## src/rtl/rom_fetch_arbiter_if.sv

```systemverilog
// Bus bundle between the two ROM requesters, the ROM reader and the fetch arbiter.
// The arbiter connects through the slave modport; the requester/ROM side uses master.
interface rom_fetch_arbiter_if #(
  parameter int ADDR_WIDTH = 15,
  parameter int DATA_WIDTH = 16
) ();
  logic                  a_req;
  logic [ADDR_WIDTH-1:0] a_addr;
  logic                  a_ack;
  logic [DATA_WIDTH-1:0] a_data;
  logic                  b_req;
  logic [ADDR_WIDTH-1:0] b_addr;
  logic                  b_ack;
  logic [DATA_WIDTH-1:0] b_data;
  logic                  rom_start;
  logic [ADDR_WIDTH-1:0] rom_addr;
  logic                  rom_done;
  logic [DATA_WIDTH-1:0] rom_data;
  logic                  busy;
  logic                  timeout;

  modport master (
    output a_req, a_addr, b_req, b_addr, rom_done, rom_data,
    input  a_ack, a_data, b_ack, b_data, rom_start, rom_addr, busy, timeout
  );

  modport slave (
    input  a_req, a_addr, b_req, b_addr, rom_done, rom_data,
    output a_ack, a_data, b_ack, b_data, rom_start, rom_addr, busy, timeout
  );
endinterface

```

## src/rtl/rom_fetch_arbiter.sv

```systemverilog
// Round-robin arbiter sharing one ROM read port between an instruction fetch (A)
// and a secondary reader (B), with a WAIT-state timeout against a hung flash read.
module rom_fetch_arbiter #(
  parameter int ADDR_WIDTH     = 15,
  parameter int DATA_WIDTH     = 16,
  parameter int TIMEOUT_CYCLES = 1023
) (
  input logic              clk,
  input logic              reset_n,
  rom_fetch_arbiter_if.slave bus
);
  localparam int CNT_W = $clog2(TIMEOUT_CYCLES + 1);
  localparam logic [CNT_W-1:0] CNT_LAST = CNT_W'(TIMEOUT_CYCLES - 1);

  typedef enum logic [1:0] {
    S_IDLE    = 2'd0,
    S_ISSUE   = 2'd1,
    S_WAIT    = 2'd2,
    S_RESPOND = 2'd3
  } state_t;

  state_t                r_state;
  state_t                w_state_nxt;
  logic                  r_last_b;
  logic                  r_grant_b;
  logic [CNT_W-1:0]      r_cnt;
  logic                  r_a_ack;
  logic                  r_b_ack;
  logic [DATA_WIDTH-1:0] r_a_data;
  logic [DATA_WIDTH-1:0] r_b_data;
  logic                  r_rom_start;
  logic [ADDR_WIDTH-1:0] r_rom_addr;
  logic                  r_busy;
  logic                  r_timeout;

  logic                  w_any_req;
  logic                  w_pick_b;
  logic                  w_grant;
  logic                  w_limit;
  logic                  w_grant_b_nxt;
  logic                  w_last_b_nxt;
  logic [CNT_W-1:0]      w_cnt_nxt;
  logic                  w_a_ack_nxt;
  logic                  w_b_ack_nxt;
  logic [DATA_WIDTH-1:0] w_resp_data;
  logic [DATA_WIDTH-1:0] w_a_data_nxt;
  logic [DATA_WIDTH-1:0] w_b_data_nxt;
  logic                  w_rom_start_nxt;
  logic [ADDR_WIDTH-1:0] w_rom_addr_nxt;
  logic                  w_busy_nxt;
  logic                  w_timeout_nxt;

  // B wins only when A is idle or A held the previous grant.
  assign w_any_req = bus.a_req | bus.b_req;
  assign w_pick_b  = bus.b_req & (~bus.a_req | ~r_last_b);
  assign w_grant   = (r_state == S_IDLE) & w_any_req;
  assign w_limit   = (r_cnt == CNT_LAST);

  always_ff @(posedge clk) begin
    if (!reset_n) begin
      r_state     <= S_IDLE;
      r_last_b    <= 1'b1;
      r_grant_b   <= 1'b0;
      r_cnt       <= {CNT_W{1'b0}};
      r_a_ack     <= 1'b0;
      r_b_ack     <= 1'b0;
      r_a_data    <= {DATA_WIDTH{1'b0}};
      r_b_data    <= {DATA_WIDTH{1'b0}};
      r_rom_start <= 1'b0;
      r_rom_addr  <= {ADDR_WIDTH{1'b0}};
      r_busy      <= 1'b0;
      r_timeout   <= 1'b0;
    end else begin
      r_state     <= w_state_nxt;
      r_last_b    <= w_last_b_nxt;
      r_grant_b   <= w_grant_b_nxt;
      r_cnt       <= w_cnt_nxt;
      r_a_ack     <= w_a_ack_nxt;
      r_b_ack     <= w_b_ack_nxt;
      r_a_data    <= w_a_data_nxt;
      r_b_data    <= w_b_data_nxt;
      r_rom_start <= w_rom_start_nxt;
      r_rom_addr  <= w_rom_addr_nxt;
      r_busy      <= w_busy_nxt;
      r_timeout   <= w_timeout_nxt;
    end
  end

  always_comb begin
    w_state_nxt = r_state;
    case (r_state)
      S_IDLE:    w_state_nxt = w_any_req ? S_ISSUE : S_IDLE;
      S_ISSUE:   w_state_nxt = S_WAIT;
      S_WAIT:    w_state_nxt = (bus.rom_done || w_limit) ? S_RESPOND : S_WAIT;
      S_RESPOND: w_state_nxt = S_IDLE;
      default:   w_state_nxt = S_IDLE;
    endcase
  end

  // A rom_done coinciding with the limit beats the timeout.
  always_comb begin
    w_grant_b_nxt   = w_grant ? w_pick_b : r_grant_b;
    w_last_b_nxt    = w_grant ? w_pick_b : r_last_b;
    w_rom_addr_nxt  = w_grant ? (w_pick_b ? bus.b_addr : bus.a_addr) : r_rom_addr;
    w_rom_start_nxt = w_grant;
    w_busy_nxt      = (w_state_nxt != S_IDLE);
    w_timeout_nxt   = (r_state == S_WAIT) & ~bus.rom_done & w_limit;
    w_a_ack_nxt     = (w_state_nxt == S_RESPOND) & ~r_grant_b;
    w_b_ack_nxt     = (w_state_nxt == S_RESPOND) & r_grant_b;
    w_resp_data     = bus.rom_done ? bus.rom_data : {DATA_WIDTH{1'b1}};
    w_a_data_nxt    = w_a_ack_nxt ? w_resp_data : r_a_data;
    w_b_data_nxt    = w_b_ack_nxt ? w_resp_data : r_b_data;
    case (r_state)
      S_ISSUE: w_cnt_nxt = {CNT_W{1'b0}};
      S_WAIT:  w_cnt_nxt = r_cnt + {{(CNT_W-1){1'b0}}, 1'b1};
      default: w_cnt_nxt = r_cnt;
    endcase
  end

  assign bus.a_ack     = r_a_ack;
  assign bus.b_ack     = r_b_ack;
  assign bus.a_data    = r_a_data;
  assign bus.b_data    = r_b_data;
  assign bus.rom_start = r_rom_start;
  assign bus.rom_addr  = r_rom_addr;
  assign bus.busy      = r_busy;
  assign bus.timeout   = r_timeout;
endmodule

```

## src/flat_wrapper.sv

```systemverilog
// flat-port wrapper written by rule: the top's interface ports become plain ports
module rom_fetch_arbiter_flat 
#(
  parameter int ADDR_WIDTH     = 15,
  parameter int DATA_WIDTH     = 16,
  parameter int TIMEOUT_CYCLES = 1023
)
  (clk, reset_n, bus_a_req, bus_a_addr, bus_b_req, bus_b_addr, bus_rom_done, bus_rom_data, bus_a_ack, bus_a_data, bus_b_ack, bus_b_data, bus_rom_start, bus_rom_addr, bus_busy, bus_timeout);
  rom_fetch_arbiter_if #(.ADDR_WIDTH(ADDR_WIDTH), .DATA_WIDTH(DATA_WIDTH)) bus_i ();
  input logic clk;
  input logic reset_n;
  input wire logic [$bits(bus_i.a_req)-1:0] bus_a_req;
  input wire logic [$bits(bus_i.a_addr)-1:0] bus_a_addr;
  input wire logic [$bits(bus_i.b_req)-1:0] bus_b_req;
  input wire logic [$bits(bus_i.b_addr)-1:0] bus_b_addr;
  input wire logic [$bits(bus_i.rom_done)-1:0] bus_rom_done;
  input wire logic [$bits(bus_i.rom_data)-1:0] bus_rom_data;
  output wire logic [$bits(bus_i.a_ack)-1:0] bus_a_ack;
  output wire logic [$bits(bus_i.a_data)-1:0] bus_a_data;
  output wire logic [$bits(bus_i.b_ack)-1:0] bus_b_ack;
  output wire logic [$bits(bus_i.b_data)-1:0] bus_b_data;
  output wire logic [$bits(bus_i.rom_start)-1:0] bus_rom_start;
  output wire logic [$bits(bus_i.rom_addr)-1:0] bus_rom_addr;
  output wire logic [$bits(bus_i.busy)-1:0] bus_busy;
  output wire logic [$bits(bus_i.timeout)-1:0] bus_timeout;
  assign bus_i.a_req = bus_a_req;
  assign bus_i.a_addr = bus_a_addr;
  assign bus_i.b_req = bus_b_req;
  assign bus_i.b_addr = bus_b_addr;
  assign bus_i.rom_done = bus_rom_done;
  assign bus_i.rom_data = bus_rom_data;
  assign bus_a_ack = bus_i.a_ack;
  assign bus_a_data = bus_i.a_data;
  assign bus_b_ack = bus_i.b_ack;
  assign bus_b_data = bus_i.b_data;
  assign bus_rom_start = bus_i.rom_start;
  assign bus_rom_addr = bus_i.rom_addr;
  assign bus_busy = bus_i.busy;
  assign bus_timeout = bus_i.timeout;
  rom_fetch_arbiter #(.ADDR_WIDTH(ADDR_WIDTH), .DATA_WIDTH(DATA_WIDTH), .TIMEOUT_CYCLES(TIMEOUT_CYCLES)) u_core (.clk(clk), .reset_n(reset_n), .bus(bus_i));
endmodule
```

## config.mk

```make
export PLATFORM = sky130hd
export DESIGN_NAME = rom_fetch_arbiter_flat
export DESIGN_NICKNAME = d
export VERILOG_FILES = /design/src/rtl/rom_fetch_arbiter_if.sv /design/src/rtl/rom_fetch_arbiter.sv /design/src/flat_wrapper.sv
export SDC_FILE = /design/constraint.sdc
export NUM_CORES = 1
export LEC_CHECK = 0
export CORE_ASPECT_RATIO = 1.75
export CORE_MARGIN = 8
export CORE_UTILIZATION = 48
export CTS_BUF_LIST = sky130_fd_sc_hd__clkbuf_8 sky130_fd_sc_hd__clkbuf_16
export CTS_CLUSTER_DIAMETER = 50
export DETAILED_ROUTE_END_ITERATION = 10
export GPL_ROUTABILITY_DRIVEN = 0
export PLACE_DENSITY = 0.82
export SYNTH_ARGS = -nofsm -noshare
export SYNTH_HDL_FRONTEND = slang
export SYNTH_SLANG_ARGS = --single-unit
export TNS_END_PERCENT = 1
```

## constraint.sdc

```tcl
create_clock -name clk -period 4.8 [get_ports clk]
set_clock_uncertainty 0.05 [all_clocks]
set_input_delay 0.48 -clock clk [delete_from_list [all_inputs] [get_ports clk]]
set_output_delay 0.48 -clock clk [all_outputs]
set_load 0.1 [all_outputs]
```

=== Yosys cells after proc, flatten, opt, wreduce, memory -nomap -nowiden ===
Cells that the tools add are included.

* Output and inout port bits: 52
* Logic and storage cells: 40
* Register bits after elaboration: 66
* Bits of input ports: 51

* $add $sub $neg: 1
* Muxes and demuxes: 6
* Bitwise operators: 12
* Reductions and logical operators: 4
* Equal/unequal tests: 5

{| class="wikitable"
|+ Operators with widths
! cell !! number
|-
| $pmux W10 S2 || 1
|-
| $mux W16 || 1
|-
| $mux W15 || 1
|-
| $add A10 B1 Y10 const B || 1
|-
| $eq A10 B10 Y1 const B || 1
|-
| $pmux W2 S4 || 1
|-
| $and A1 B1 Y1 || 6
|-
| $eq A2 B2 Y1 const B || 3
|-
| $not A1 Y1 || 4
|-
| $reduce_bool A2 Y1 || 2
|-
| $eq A2 B1 Y1 const B || 1
|-
| $logic_not A2 Y1 || 1
|-
| $mux W1 || 2
|-
| $or A1 B1 Y1 || 2
|-
| $logic_or A1 B1 Y1 || 1
|}

=== Logic depth before layout (Yosys ltp) ===
Gate-level depths: netlist of run 1.

* Depth in word-level cells: 6
* Gate-level depth with buffers: 9
* Gate-level depth less buffers: 6

=== Least setup slack after synthesis of run 1 ===
OpenSTA, ideal clock, no wires.

* Kind: register -> register
* From: register u_core.r_state[0]
* To: register u_core.r_b_data[10] (netlist: u_core.bus.b_data[10])
* Data required time: 4.678 ns
* Clock period less this slack: 1.701 ns
* Setup time: 0.072 ns
* Buffers on the path: 2
* Setup slack: 3.099 ns
* Stages on the path, launching flop included: 9
* Arrival time: 1.579 ns
* Cell sequence: dfxtp_1 -> inv_1 -> ha_1 -> nor2b_1 -> a21o_1 -> o211ai_2 -> buf_6 -> buf_12 -> mux2i_1

* Cells in the longest elaborated chain, start to end: 4
* Elaborated cells between the ends (all ways): 7
* Classes of those cells: 4 x eq/ne; 1 x mux; 1 x bitwise; 1 x reduce/logical

{| class="wikitable"
|+ Ends and longest elaborated chain
! what !! RTL line !! source
|-
| start, declared || rom_fetch_arbiter.sv:22 || <nowiki>state_t r_state;</nowiki>
|-
| start signal, assigned || rom_fetch_arbiter.sv:74 || <nowiki>r_state <= w_state_nxt;</nowiki>
|-
| $eq A2 B2 Y1, or another cell as far along || rom_fetch_arbiter.sv:91 || <nowiki>case (r_state)</nowiki>
|-
| $pmux W2 S4 (*) || rom_fetch_arbiter.sv:91 ||
|-
| $eq A2 B2 Y1 (*) || rom_fetch_arbiter.sv:109 || <nowiki>w_b_ack_nxt = (w_state_nxt == S_RESPOND) & r_grant_b;</nowiki>
|-
| $and A1 B1 Y1 (*) || rom_fetch_arbiter.sv:109 ||
|-
| end signal, assigned || rom_fetch_arbiter.sv:68 || <nowiki>r_b_data <= {DATA_WIDTH{1'b0}};</nowiki>
|-
| end signal, assigned || rom_fetch_arbiter.sv:81 || <nowiki>r_b_data <= w_b_data_nxt;</nowiki>
|-
| end, declared || rom_fetch_arbiter.sv:30 || <nowiki>logic [DATA_WIDTH-1:0] r_b_data;</nowiki>
|}

Mark *: on every way between the ends. The rest lies on a longest branch, timed or not.
A chain may end at the register's enable or synchronous reset.

=== Worst setup path in the final report of run 1 ===
* From: register u_core.r_rom_addr[7] (netlist: u_core.bus.rom_addr[7])
* To: output port bus_rom_addr[7]

{| class="wikitable"
|+ RTL lines
! what !! RTL line !! source
|-
| start, declared || rom_fetch_arbiter.sv:32 || <nowiki>logic [ADDR_WIDTH-1:0] r_rom_addr;</nowiki>
|-
| start signal, assigned || rom_fetch_arbiter.sv:70 || <nowiki>r_rom_addr <= {ADDR_WIDTH{1'b0}};</nowiki>
|-
| start signal, assigned || rom_fetch_arbiter.sv:83 || <nowiki>r_rom_addr <= w_rom_addr_nxt;</nowiki>
|-
| end, declared || flat_wrapper.sv:23 || <nowiki>output wire logic [$bits(bus_i.rom_addr)-1:0] bus_rom_addr;</nowiki>
|}

No word-level cell between the ends.

==> run summary, run 1 <==
Counting distinct cell types in the post-synthesis netlist gives 36. The repair_antennas step left the layout with diodes totalling 0. The area of the mapped netlist was 0.002790 mm2. Clock tree synthesis selected as its root buffer the cell sky130_fd_sc_hd__clkbuf_8. Of all nets on the critical path, the largest fanout is 2. The number of DRC violations after detailed-routing iteration 0 is 116. Traced cell by cell, the critical path runs through clkdlybuf4s50_1. The first detailed-routing pass ran for 6 iterations. The tools report the setup TNS as 0 ns. The flow ran to the end, and the final reports show no timing, DRC or antenna violations. Counting the fill cells in the layout gives 500.

TritonCTS built the clock tree. The run gives 0.4861 as the starting density of the core. The met1 layer wirelength in the final routing was 2494 um; the final layout net count was 438. The overall routing resource usage is 0.1737, and the maximum frequency from static timing analysis is 0.4194 GHz. After detailed placement, the total cell area comes to 0.003770 mm2. The floorplan step defined a die boundary enclosing 0.008605 mm2. The number of buffer and inverter instances along the worst setup path was 1; the synthesized netlist net count was 344.

Worst setup slack after layout: 2.415 ns. Slowest cell on the critical path: sky130_fd_sc_hd__clkdlybuf4s50_1. The area share of xor/xnor cells in the synthesized design came out at 0.02511. STA classifies the critical path endpoint as an output port. The area fraction in compound gates after synthesis was 0.1004. The top cell types in the final layout, fill and taps aside, are 101 x sky130_fd_sc_hd__clkdlybuf4s50_1, 66 x sky130_fd_sc_hd__dfxtp_1, 47 x sky130_fd_sc_hd__mux2i_1, 38 x sky130_fd_sc_hd__nand2_1, 33 x sky130_fd_sc_hd__nor2_1. The worst hold path belongs to the class reg2reg. Main combinational cell family by area after synthesis: multiplexers. The total of cells resized after clock tree synthesis is 0. The simple-gate area share of the yosys netlist was 0.1498.

Pin placement for this block handled 103 I/O pins. The total area inside the core boundary comes to 0.005741 mm2. The layout overhead on the synthesized area was 42.20%; the total area of multi-input combinational cells was 0.001309 mm2.

Kind of cell adding the most delay to the critical path: buffers and inverters. The H-tree generated during clock tree synthesis spans 3 levels. Footprint of the flip-flops and latches: 0.001321 mm2.

The floorplan step set the die width to 73.64 um. Of all cell types, the one taking the most synthesized area is sky130_fd_sc_hd__dfxtp_1. The logs give 0.003968 mm2 for the post-route cell area and 37 for the number of placement rows. Detailed routing inserted a total of 2,347 vias. In this run, post-CTS hold repair placed 0 buffers.

The run gives 7207 um as the post-detailed-routing wire length. Post-CTS timing repair inserted 0 buffers for setup. For the worst-skew pair, the clock arrives at the later sink with an insertion delay of 0.33 ns. Summed over all layers, the global routing overflow is 0. For the smallest hold slack, the log shows 0.4108 ns. Ranked by total cell area, the synthesized netlist is headed by sky130_fd_sc_hd__dfxtp_1 47%, sky130_fd_sc_hd__mux2i_1 17%, sky130_fd_sc_hd__nand2_1 5.1%. Max-cap violations in this run came to 0.

For the number of global-route vias before repair, the log shows 2,535. Detailed placement finished with a half-perimeter wire length of 5635 um. The actual slew at the worst max-slew pin is 1.122 ns, and the warning count from the yosys run is 0.

The run gives 0 as the initial antenna violation count. The via-per-instance ratio is 5.047, and the average routed wire per standard cell is 15.50 um. The final number of hold-violating endpoints was 0; the clock slew seen by the registers of the worst setup and hold paths was 0.07 ns.

STA classifies the critical path startpoint as a flip-flop. The proportion of layout cells with a drive suffix above 1 was 0.05426. Relative slew slack: 0.2520.

Across the VDD grid, the largest voltage drop is 0.0002897 V. CTS saw 66 sinks. Data arrives at the worst endpoint at 1.85 ns. In the synthesized netlist, the number of instances is 288. The tools report the count of unresolved DRC violations after routing as 0. Overall power consumption after layout is estimated at 1.837 mW.

In this run the static leakage power is 1.681 nW. The proportion of netlist area held by the largest area contributor is 0.4735. The category of the critical setup timing path is reg2out. Post-synthesis sequential area ratio: 0.4735. The highest layer used for signal routing is met4. The ratio of final minimum period to clock period came out at 0.4968. The clock passes through at most 2 buffers. Counting the buffers created by CTS gives 9.

The amount of wire on met3 after detailed routing is 403 um, and the required time at the worst-slack endpoint is 4.27 ns. The share of synthesized area spent on multiplexers was 0.1686. Setup repair after global routing left no endpoint under its margin. The vertical die dimension is 116.9 um, and the detailed-routed wire length on met2 is 3985 um. Once detail routing completed, the nets flagged for antenna violations numbered 0. Setup violations remaining at the end of the flow were counted as 0. The mean instance size in the synthesized netlist works out to 9.688 um2. Most frequent standard cell in the layout excluding fill and tap cells: sky130_fd_sc_hd__clkdlybuf4s50_1.

For the finished layout, the period the worst path requires is 2.385 ns. The power density over the cells was 462.9 mW/mm2. The total count of max-transition violations in the final report came out at 0. Number of I/O port buffers: 102.

The post-placement worst setup slack is 2.067 ns. The first global-routing pass estimated 11,340 um of wire. In this design, the stage delay of the slowest critical-path cell is 1.17 ns.

The number of register bits inferred by synthesis is 66. Entering global routing, the biggest net connects 54 pins. The adder-cell area share of the yosys netlist works out to 0.02242.
-- registers in the layout, summed over array words and instances (netlist names) --
| register | cells |
|---|---|
| u_core.bus.a_data | 16 |
| u_core.bus.b_data | 16 |
| u_core.bus.rom_addr | 15 |
| u_core.r_cnt | 10 |
| u_core.r_state | 2 |
| u_core.bus.a_ack | 1 |
| u_core.bus.b_ack | 1 |
| u_core.bus.busy | 1 |
| u_core.bus.rom_start | 1 |
| u_core.bus.timeout | 1 |
| u_core.r_grant_b | 1 |
| u_core.r_last_b | 1 |
-- area by class of cell --
| class | instances | area share |
|---|---|---|
| tap | 78 | 0.02460 |
| clock buffer | 11 | 0.03816 |
| timing repair buffer | 102 | 0.2561 |
| inverter | 7 | 0.006623 |
| clock inverter | 5 | 0.01167 |
| sequential | 66 | 0.3330 |
| multi-input combinational | 196 | 0.3299 |
-- stage by stage --
stage,util,std cells
floorplan,-,288
CTS,0.6912,465
detailed placement,0.6567,449
global placement,0.6567,449
finish,0.6912,465
global route,0.6912,465
-- report_power, final --
part / leakage [nW] / switching [mW] / total, mW / internal (mW)
Clock: 0.113 / 0.191 / 0.453 / 0.262
Sequential: 0.539 / 0.0309 / 0.640 / 0.609
Combinational: 1.03 / 0.547 / 0.743 / 0.197
-- final timing paths --
kind	startpoint	end	depth (start not counted)	slack, ns
setup / recovery	u_core.bus.rom_addr[7]	bus_rom_addr[7]	1	2.42
hold / removal	u_core.bus.b_data[4]	u_core.bus.b_data[4]	2	0.41
setup reg to reg	u_core.r_state[0]	u_core.bus.a_data[7]	6	2.43
hold reg to reg	u_core.bus.b_data[4]	u_core.bus.b_data[4]	2	0.41
-- metal layers --
layer  vias to the layer above  global-route usage
met5                         -                   0
met4                         0              0.1181
met3                        18             0.05461
met2                        69              0.3199
met1                      1084              0.1542
li1                       1176                   -
-- synth_stat cells --
cell type,number
sky130_fd_sc_hd__a21o_1,1
sky130_fd_sc_hd__nor4_1,1
sky130_fd_sc_hd__inv_1,7
sky130_fd_sc_hd__and2_1,1
sky130_fd_sc_hd__o21ai_0,18
sky130_fd_sc_hd__nand4_1,5
sky130_fd_sc_hd__dfxtp_1,66
sky130_fd_sc_hd__nor2_1,33
sky130_fd_sc_hd__buf_6,2
sky130_fd_sc_hd__nand2_1,38
sky130_fd_sc_hd__o21ai_1,2
sky130_fd_sc_hd__and3_2,1
sky130_fd_sc_hd__buf_1,3
sky130_fd_sc_hd__o211ai_2,1
sky130_fd_sc_hd__nor4_4,1
sky130_fd_sc_hd__nand2b_4,1
sky130_fd_sc_hd__xnor2_1,3
sky130_fd_sc_hd__a21boi_0,1
sky130_fd_sc_hd__a21oi_1,5
sky130_fd_sc_hd__buf_12,2
sky130_fd_sc_hd__nor3_1,2
sky130_fd_sc_hd__buf_2,2
sky130_fd_sc_hd__buf_4,4
sky130_fd_sc_hd__xor2_1,5
sky130_fd_sc_hd__ha_1,5
sky130_fd_sc_hd__and3_1,1
sky130_fd_sc_hd__nand3_1,3
sky130_fd_sc_hd__nand4_2,1
sky130_fd_sc_hd__clkbuf_1,5
sky130_fd_sc_hd__nor2b_1,1
sky130_fd_sc_hd__mux2i_1,47
sky130_fd_sc_hd__and4_1,1
sky130_fd_sc_hd__nand2b_1,1
sky130_fd_sc_hd__a211oi_1,15
sky130_fd_sc_hd__o21a_1,2
sky130_fd_sc_hd__dlygate4sd1_1,1
-- cell families (layout without fill, tap and decap cells) --
kind of cell	Yosys count	after routing
AO/OA/AOI/OAI	45	45
AND/OR/NAND/NOR	91	91
multiplexers	47	47
XOR/XNOR	8	8
flip-flops	66	66
buffers and inverters	26	125
adder cells (fa/ha/maj)	5	5
Note: power is estimated with default switching activity, not from simulation.
==> run 2: changes to the inputs <==
--- a/config.mk
+++ b/config.mk
@@ -7,12 +7,12 @@
 export LEC_CHECK = 0
 export CORE_ASPECT_RATIO = 1.75
 export CORE_MARGIN = 8
-export CORE_UTILIZATION = 48
+export CORE_UTILIZATION = 44
 export CTS_BUF_LIST = sky130_fd_sc_hd__clkbuf_8 sky130_fd_sc_hd__clkbuf_16
 export CTS_CLUSTER_DIAMETER = 50
 export DETAILED_ROUTE_END_ITERATION = 10
 export GPL_ROUTABILITY_DRIVEN = 0
-export PLACE_DENSITY = 0.82
+export PLACE_DENSITY = 0.75
 export SYNTH_ARGS = -nofsm -noshare
 export SYNTH_HDL_FRONTEND = slang
 export SYNTH_SLANG_ARGS = --single-unit
==> constraint.sdc (replaced) <==
create_clock -name clk -period 2.4 [get_ports clk]
set_clock_uncertainty 0.05 [all_clocks]
set_input_delay 0.24 -clock clk [delete_from_list [all_inputs] [get_ports clk]]
set_output_delay 0.24 -clock clk [all_outputs]
set_load 0.1 [all_outputs]
==> run 2 against run 1 <==
Net effect: final area fell by 2.0%; count of clock-buffer cells in the layout is the same; worst hold slack got worse by 0.0019 ns; clock power up 100%; register-to-register slack got worse by 1.9 ns; via count down 0.72%; global-route usage fell by 2.4 points; power is 99% higher; die area rose by 7.4%; highest routed layer unchanged.
==> run summary, run 2 (synthesis gave the netlist of run 1 again) <==
Wires add up to 6987 um. Leaving out fill and tap cells, the most frequent cell in the layout is sky130_fd_sc_hd__dfxtp_1. Cell at the root of the clock tree: sky130_fd_sc_hd__clkbuf_8. Reported leakage power: 1.804 nW. The ratio of final minimum period to clock period was 0.7932; the count of unresolved DRC violations after routing was 0. The power density over the cells was 940.7 mW/mm2; the number of H-tree levels was 3. Gates resized during post-CTS repair numbered 0.

Core occupancy in the finished layout: 0.6294. Global routing finished with a remaining overflow of 0. For the number of antenna-violating nets in the routed design, the log shows 0. The layout overhead on the synthesized area is 39.42%, and the total internal power is 2.105 mW.

For the number of global-route vias before repair, the log shows 2,355. The required time at the worst-slack endpoint is 2.62 ns. The worst min-delay path class was reg2reg.

The later pin in the worst-skew pair is clocked with a latency of 0.34 ns. The shortest period the worst path allows works out to 1.904 ns. Entering global routing, the biggest net connects 50 pins.

TritonCTS built the clock tree. The relative slew slack came out at 0.6009. Of all nets on the critical path, the largest fanout is 17. The final number of hold-violating endpoints is 0, and the post-cts hold buffer count is 0. The switching part of the total came out at 0.4247.

The half-perimeter wire length of the detailed placement result came out at 5315 um. The number of maximum-capacitance constraint violations came out at 0. The tools report the initial antenna violation count as 0. Proportion of layout cells with a drive suffix above 1: 0.1985. STA classifies the critical path endpoint as a flip-flop. The number of placement rows is 38. The post-placement worst setup slack is 0.4143 ns.

Setup repair after global routing left no endpoint under its margin. The post-CTS repair timing setup buffer count came out at 0. After detailed routing, the average wire length per cell comes to 14.77 um. The total count of max-transition violations in the final report was 0; the worst vdd rail ir drop was 0.0005036 V. 103 I/O pins were placed. The proportion of power drawn by flip-flops and latches is 0.351, and the overall die width is 76.20 um.

The routed layout has 2,330 vias. At the worst endpoint, the arrival time is 2.13 ns. In the routed layout, each cell is associated on average with a via count of 4.926. For this design, the sink count on the clock tree is 66. The logs give 0.001309 mm2 for the total area of multi-input combinational cells and 0 for the number of antenna diodes.

The library cells used most frequently in the layout, excluding fill and tap cells, are 66 x sky130_fd_sc_hd__dfxtp_1, 58 x sky130_fd_sc_hd__buf_4, 50 x sky130_fd_sc_hd__clkdlybuf4s50_1, 47 x sky130_fd_sc_hd__mux2i_1, 38 x sky130_fd_sc_hd__nand2_1. For the wire length of the first global-routing pass, the log shows 11,120 um. The overall routing resource usage was 0.1501. The setup path with the least slack is of type reg2reg. The layout has 563 filler cells. The worst setup slack after layout came out at 0.4963 ns. For the CTS buffer count, the log shows 9. Static timing analysis puts the maximum clock frequency at 0.5253 GHz.

The share of power burned in the clock network was 0.253. After clock tree synthesis, the clock-pin slew on the worst setup and hold paths is 0.07 ns. Before antenna repair, the detailed router went through 4 iterations.

From bottom edge to top edge, the die measures 121.3 um. The die covers 0.009246 mm2. The logs give 0.397 for the combinational cell fraction of total power and 1.554 mW for the net switching power. For the final layout net count, the log shows 444. The clock passes through at most 2 buffers.

The core region is 0.006181 mm2. The type of origin of the critical path was a flip-flop. In this run, the number of DRC markers left after iteration 0 of detailed routing was 144.

At the pin with the least slew margin, the transition time is 0.5947 ns. Setup violations remaining at the end of the flow were counted as 0. Summing all flip-flop and latch instances after layout gives 0.001321 mm2.

Summed over all failing endpoints, the final setup total negative slack is 0 ns. The number of I/O port buffers works out to 102. The flow ran to the end, and the final reports show no timing, DRC or antenna violations. Starting density of the core: 0.4514.
==> run 2: cell count changes in the layout (fill, tap and decap cells not counted) <==
| cell | previous run | this run |
|---|---|---|
| sky130_fd_sc_hd__buf_2 | 1 | 0 |
| sky130_fd_sc_hd__clkdlybuf4s50_1 | 101 | 50 |
| sky130_fd_sc_hd__buf_4 | 0 | 58 |
==> run 2: area by class of cell <==
| type | instances | area share |
|---|---|---|
| Timing Repair Buffer | 108 | 0.2406 |
| Sequential cell | 66 | 0.3397 |
| Inverter | 7 | 0.006755 |
| Clock inverter | 5 | 0.01190 |
| Tap cell | 80 | 0.02573 |
| Clock buffer | 11 | 0.03892 |
| Multi-Input combinational cell | 196 | 0.3364 |
==> run 2: power groups by stage <==
stage / clock network, mW / registers [mW] / logic (mW)
floorplan: 0 / 2.09 / 0.357
finish: 0.924 / 1.28 / 1.45
detailed placement: 0 / 1.31 / 1.46
global route: 1.00 / 1.30 / 1.51
CTS: 0.948 / 1.28 / 1.46
global placement: 0 / 1.30 / 1.45
==> run 2: final timing paths <==
path / cells past startpoint / startpoint / slack [ns] / end
max: 7 / u_core.r_state[0] / 0.50 / u_core.bus.b_data[4]
min: 2 / u_core.bus.a_data[11] / 0.41 / u_core.bus.a_data[11]
max reg2reg: 7 / u_core.r_state[0] / 0.50 / u_core.bus.b_data[4]
min reg2reg: 2 / u_core.bus.a_data[11] / 0.41 / u_core.bus.a_data[11]
==> run 2: routing by layer <==
| layer | wire [um] | GRT usage | share of wire |
|---|---|---|---|
| met5 | 0 | 0 | 0 |
| met1 | 2605 | 0.1408 | 0.37 |
| met2 | 3660 | 0.2612 | 0.52 |
| met4 | 172 | 0.08596 | 0.025 |
| met3 | 549 | 0.07196 | 0.079 |
==> run 2: critical path, stage by stage, from the launching register on <==
cell	delay, ns
sky130_fd_sc_hd__dfxtp_1	0.31
sky130_fd_sc_hd__inv_1	0.07
sky130_fd_sc_hd__ha_1	0.29
sky130_fd_sc_hd__nor2b_1	0.18
sky130_fd_sc_hd__a21o_1	0.22
sky130_fd_sc_hd__o211ai_2	0.17
sky130_fd_sc_hd__buf_4	0.32
sky130_fd_sc_hd__mux2i_1	0.23
==> run 2: stage by stage <==
stage	power [mW]	hold WS, ns	std cells	cell area [um2]
after floorplan	2.448	0.3729	288	2790
after global placement	2.756	0.3963	457	3692
after detailed placement	2.770	0.4035	457	3692
after CTS	3.696	0.4127	473	3890
after global routing	3.815	0.4206	473	3890
final	3.659	0.4090	473	3890
